--- config.mk ---
export PLATFORM = sky130hd
export DESIGN_NAME = multdiv_ctrl
export DESIGN_NICKNAME = d
export VERILOG_FILES = /design/src/rtl/multdiv_ctrl.sv
export SDC_FILE = /design/constraint.sdc
export NUM_CORES = 1
export LEC_CHECK = 0
export CAP_MARGIN = 20
export CORE_MARGIN = 2
export CORE_UTILIZATION = 29
export CTS_CLUSTER_SIZE = 40
export DETAILED_ROUTE_END_ITERATION = 10
export GPL_ROUTABILITY_DRIVEN = 0
export PLACE_DENSITY = 0.78
export REMOVE_ABC_BUFFERS = 1
export SLEW_MARGIN = 20
export SYNTH_ARGS = -nofsm -noshare
export SYNTH_HDL_FRONTEND = slang
export SYNTH_SLANG_ARGS = --single-unit
--- constraint.sdc ---
create_clock -name clock -period 3.21 [get_ports clock]
set_input_delay 0.321 -clock clock [delete_from_list [all_inputs] [get_ports clock]]
set_output_delay 0.321 -clock clock [all_outputs]
set_load 0.005 [all_outputs]
--- src/rtl/multdiv_ctrl.sv ---
// Sequencing controller for the iterative 32-bit multiply/divide datapath.
// Walks IDLE -> INIT -> RUN (32 iterations) -> DONE and drives the init/step
// strobes, the 5-bit bit-select index and a one-cycle ready pulse.
// Optional feature macro: MULTDIV_DIV0_EN. When it is defined, a divide by
// zero short-circuits straight to DONE and raises data_exception.
module multdiv_ctrl (
  input  logic        clock,
  input  logic        reset,
  input  logic        ctrl_MULT,
  input  logic        ctrl_DIV,
  input  logic [31:0] data_operandB,
  input  logic        dp_ovf,
  output logic        dp_init,
  output logic        dp_step,
  output logic        dp_op_div,
  output logic [4:0]  sel,
  output logic        busy,
  output logic        data_resultRDY,
  output logic        data_exception
);

  typedef enum logic [1:0] {StIdle, StInit, StRun, StDone} state_e;

  state_e     state_q, state_d;
  logic [4:0] sel_q, sel_d;
  logic       op_div_q, op_div_d;
  logic       init_q, init_d;
  logic       step_q, step_d;
  logic       busy_q, busy_d;
  logic       done_q, done_d;
  logic       req;

`ifdef MULTDIV_DIV0_EN
  logic       div0_q, div0_d;
`else
  // Operand B only feeds the zero check, which is absent in this build.
  logic       unused_operand_b;
  assign unused_operand_b = ^data_operandB;
`endif

  assign req = ctrl_MULT | ctrl_DIV;

  // Next-state logic; a request in any state (re)starts the sequence.
  always_comb begin
    state_d  = state_q;
    sel_d    = 5'd0;
    op_div_d = op_div_q;
`ifdef MULTDIV_DIV0_EN
    div0_d   = div0_q;
`endif
    if (req) begin
      // Multiply wins when both request pulses arrive together.
      op_div_d = ctrl_DIV & ~ctrl_MULT;
      state_d  = StInit;
`ifdef MULTDIV_DIV0_EN
      div0_d   = op_div_d & (data_operandB == 32'd0);
      if (div0_d) begin
        state_d = StDone;
      end
`endif
    end else begin
      case (state_q)
        StIdle: state_d = StIdle;
        StInit: state_d = StRun;
        StRun: begin
          if (sel_q == 5'd31) begin
            state_d = StDone;
          end else begin
            state_d = StRun;
            sel_d   = sel_q + 5'd1;
          end
        end
        StDone:  state_d = StIdle;
        default: state_d = StIdle;
      endcase
    end
    // Outputs are decoded from the next state so they come straight from flops.
    init_d = (state_d == StInit);
    step_d = (state_d == StRun);
    busy_d = init_d | step_d;
    done_d = (state_d == StDone);
  end

  // State and output registers with synchronous reset.
  always_ff @(posedge clock) begin
    if (reset) begin
      state_q  <= StIdle;
      sel_q    <= 5'd0;
      op_div_q <= 1'b0;
      init_q   <= 1'b0;
      step_q   <= 1'b0;
      busy_q   <= 1'b0;
      done_q   <= 1'b0;
`ifdef MULTDIV_DIV0_EN
      div0_q   <= 1'b0;
`endif
    end else begin
      state_q  <= state_d;
      sel_q    <= sel_d;
      op_div_q <= op_div_d;
      init_q   <= init_d;
      step_q   <= step_d;
      busy_q   <= busy_d;
      done_q   <= done_d;
`ifdef MULTDIV_DIV0_EN
      div0_q   <= div0_d;
`endif
    end
  end

  assign dp_init   = init_q;
  assign dp_step   = step_q;
  assign dp_op_div = op_div_q;
  assign sel       = sel_q;
  assign busy      = busy_q;

  // A restart arriving in DONE swallows that DONE's ready pulse.
  assign data_resultRDY = done_q & ~req;

  // Overflow is produced by the datapath during DONE, so it is used as-is.
`ifdef MULTDIV_DIV0_EN
  assign data_exception = data_resultRDY & (op_div_q ? div0_q : dp_ovf);
`else
  assign data_exception = data_resultRDY & ~op_div_q & dp_ovf;
`endif

endmodule

# Yosys cells after proc, flatten, opt, wreduce, memory -nomap -nowiden
# Cells that the tools add are included.
# W data, S select, Z words.
dict set report classes {
  addsub 1
  n_eq_ne 7
  muxes 3
  n_bitwise 10
  n_reduce_logical 3
}
# operator count
set ops {}
lappend ops {{$eq A2 B2 Y1 const B} 4}
lappend ops {{$pmux W2 S3} 1}
lappend ops {{$add A5 B1 Y5 const B} 1}
lappend ops {{$eq A5 B5 Y1 const B} 1}
lappend ops {{$and A1 B1 Y1} 4}
lappend ops {{$eq A2 B1 Y1 const B} 2}
lappend ops {{$not A1 Y1} 4}
lappend ops {{$reduce_or A4 Y1} 1}
lappend ops {{$logic_not A2 Y1} 1}
lappend ops {{$mux W2} 1}
lappend ops {{$or A1 B1 Y1} 2}
lappend ops {{$reduce_or A2 Y1} 1}
lappend ops {{$mux W1} 1}
dict set report word_totals {
  reg_bits 12
  inputBits 37
  out_inout_bits 11
  wordCells 31
}

# Longest topological paths before layout
dict set report depth {
  word_depth 6
  depth_mapped 7
  mapped_depth_nobuf 7
}

# Worst setup path before layout
# OpenSTA, ideal clock, no wires.
dict set report synth_timing {
  path_type {register to register}
  start {reg sel_q[0] (netlist: sel[0])}
  end {reg done_q}
  setup_ns 0.114
  t_arrival_ns 1.608
  required_ns 3.096
  path_slack_ns 1.489
  stages_incl_launch_ff 8
  path_buffers 0
  period_less_slack_ns 1.721
  path_cell_list {dfxtp_1 > ha_1 > and3_1 > ha_1 > a211oi_1 > inv_1 > ha_1 > nor2b_1}
}
dict set report synth_between {
  elab_chain_len 5
}
# item line_no
set synth_lines {}
lappend synth_lines {{from (decl)} 25} ;# logic [4:0] sel_q, sel_d;
lappend synth_lines {{from (signal assigned)} 99} ;# sel_q <= sel_d;
lappend synth_lines {{$eq A5 B5 Y1} 66} ;# if (sel_q == 5'd31) begin
lappend synth_lines {{$mux W1} 66}
lappend synth_lines {{$pmux W2 S3} 62} ;# case (state_q)
lappend synth_lines {{$mux W2} 51} ;# if (req) begin
lappend synth_lines {{net state_d[0]} 24} ;# state_e state_q, state_d;
lappend synth_lines {{$eq A2 B2 Y1} 81} ;# done_d = (state_d == StDone);
lappend synth_lines {{net done_d} 30} ;# logic done_q, done_d;
lappend synth_lines {{to (signal assigned)} 104} ;# done_q <= done_d;
lappend synth_lines {{to (decl)} 30}
# The timed path passes the listed nets, and every way through them passes these cells.
# A chain may end at the register's enable or synchronous reset.

# Worst setup path in the final report
dict set report layout_timing {
  start {in ctrl_DIV}
  end {out data_exception}
}
dict set report layout_between {
  elab_chain_len 5
}
# item line_no
set layout_lines {}
lappend layout_lines {{from (decl)} 10} ;# input logic ctrl_DIV,
lappend layout_lines {{$or A1 B1 Y1} 41} ;# assign req = ctrl_MULT | ctrl_DIV;
lappend layout_lines {{$not A1 Y1} 118} ;# assign data_resultRDY = done_q & ~req;
lappend layout_lines {{$and A1 B1 Y1} 118}
lappend layout_lines {{$and A1 B1 Y1 (2 in series)} 124} ;# assign data_exception = data_resultRDY & ~op_div_q & dp_ovf;
lappend layout_lines {{to (decl)} 19} ;# output logic data_exception
# No other way between the ends.

==> results.cfg <==
[synth]
synth_top_area_share_pct = 51.2
yosysTopAreaCell = dfxtp_1
yosys.area_share.simple_pct = 23.5
synth_compound_gate_area_share_pct = 1.60
syn-cell-area_um2 = 469
seq_area_frac_synth_pct = 51.2
synthTopCellsByArea = dfxtp_1 51%, ha_1 16%, nor2_1 8.0%
avgSynthCellArea_um2 = 9.98
synth_top_family_by_area = simple AND/OR/NAND/NOR gates
ys_types = 15
synth-adder-area-share_pct = 16.0
muxShareOfSynthArea_pct = 0
netlist_instances = 47
ys_ff_latch = 12
synth_xor_area_share_pct = 3.73
ys_warn_count = 0

[route]
ant_nets = 0
routed_via_density = 4.32
drc_errors = 0
wl_per_cell_um = 9.32
drtIter0Drc = 1
dr.pass1.iters = 3
wl_um = 755
vias = 350

[cts]
clk_path_buf_depth = 2
hold_buffers = 0
cts_sinks = 12
insertion_delay_ns = 0.26
post_cts_buffers = 0
cts_tree = built
post_cts_resized = 0
cts_buffers = 3
clk_pin_slew_ns = 0.07
cts-root-buf = clkbuf_4
h-tree-depth = 1

[placement]
dp_cells = 78
io_buffers = 15
dp_slack_ns = 1.16
dp_hpwl_um = 590

[setup_path]
cp_max_fo = 4
arrival_ns = 1.72
cp.required_ns = 2.89
rrSetupSlack_ns = 1.29
crit_type = in2out
cp-end-kind = output port
critPathLaunchType = input pin
crit_start = ctrl_DIV
rr_startpoint = sel[0]

[sta]
tns_ns = 0
period_minus_slack_ns = 2.04
slew_headroom_pct = 69.5
final_max_slew_viol_count = 0
hold_viol = 0
worstMarginPinSlew_ns = 0.454
rsz0062_at_grt = no
min_period_over_period_pct = 63.5
setup_viol = 0
finClkSkew_ns = 0.00169
max_freq_ghz = 0.490
fin_ws_ns = 1.17

[power_and_ir_drop]
ir_drop_uv = 191
p_leak_nw = 0.287
power_density_nw_per_um2 = 397

[global_routing]
antenna_found_initial = 0
grt_start_max_net_pins = 9
first_global_vias = 310
grt_pass1_wl_mm = 1.27
grt_use_total_pct = 9.37
overflow = 0

[final_layout]
final_cell_mix = 15 x clkdlybuf4s50_1, 12 x dfxtp_1, 10 x nor2_1
diodes = 0
layout_commonest_cell = clkdlybuf4s50_1
nNetsFinal = 110
stdcell_count = 81
final_layout_size_suffix_gt1_share_pct = 7.69
syn2layout_area_growth_pct = 41.1

[floorplanning]
std_cell_rows = 14
fp.dieH_um = 44.2
core_area_um2 = 1510
die_x_um = 44.2
die_area_um2 = 1960
start_util_pct = 31.1
top_level_ports = 48

[flow_run]
cap_violations = 0

[worst_hold_path]
hold_path.class = reg2reg
min_from = sel[0]

[outcome]
status = completed
-- synth_stat cells (all sizes together) --
library cell	instances
xnor2	1
and3	1
nor3	1
nor2	11
dfxtp	12
and2	1
inv	5
or3	1
xor2	1
a211oi	1
ha	6
nand3	2
nor2b	3
and3b	1
-- final timing paths --
kind | cells past startpoint | to
setup / recovery | 5 | data_exception
setup reg to reg | 7 | dp_init
hold reg to reg | 1 | sel[0]
hold / removal | 1 | sel[0]
-- cell type report --
cell class,instances,area (um2)
Inverter,5,18.8
Sequential cell,12,240
Tap cell,16,20.0
Fill cell,155,845
Multi-Input combinational cell,30,210
Clock buffer,3,22.5
Timing Repair Buffer,15,150
-- cells by family (layout without fill, tap and decap cells) --
family                     Yosys count  count (layout)
xor gates and xnor gates             2               2
AOI/OAI and AO/OA                    1               1
buffers and inverters                5              23
DFF                                 12              12
adders and majority gates            6               6
and+or+nand+nor                     21              21
-- registers in the layout, summed over array words and instances (netlist names) --
name       count
sel            5
state_q        2
busy           1
done_q         1
dp_init        1
dp_op_div      1
dp_step        1
-- worst max-delay path: stages --
cell and delay [ns]:
clkdlybuf4s50_1 0.46, nor2_1 0.15, and2_1 0.15, and3b_1 0.15, clkdlybuf4s50_1 0.49
-- metrics by stage --
step / utilization (%) / area, um2 / power (W) / hold WS, ns
5_1_grt: 43.9 / 662 / 0.000280 / 0.515
2_1_floorplan: - / 469 / 0.000166 / 0.388
6_report: 43.9 / 662 / 0.000263 / 0.469
3_3_place_gp: 42.4 / 639 / 0.000180 / 0.446
3_5_place_dp: 42.4 / 639 / 0.000180 / 0.449
4_1_cts: 43.9 / 662 / 0.000269 / 0.471
-- power breakdown --
group	leakage, nW	internal (W)	total, W	switching (W)
combinational	0.175	0.0000133	0.0000221	0.00000890
sequential	0.0980	0.000153	0.000154	0.00000129
clock	0.0138	0.0000433	0.0000861	0.0000428
total	0.287	0.000210	0.000263	0.0000530
-- layer usage --
layer	vias up	track usage [%]	wire length, um
li1	189	-	-
met1	150	11.8	354
met2	11	12.6	361
met3	0	1.22	39
met4	0	10.9	0
met5	-	0	0
(Power assumes the default switching activity.)
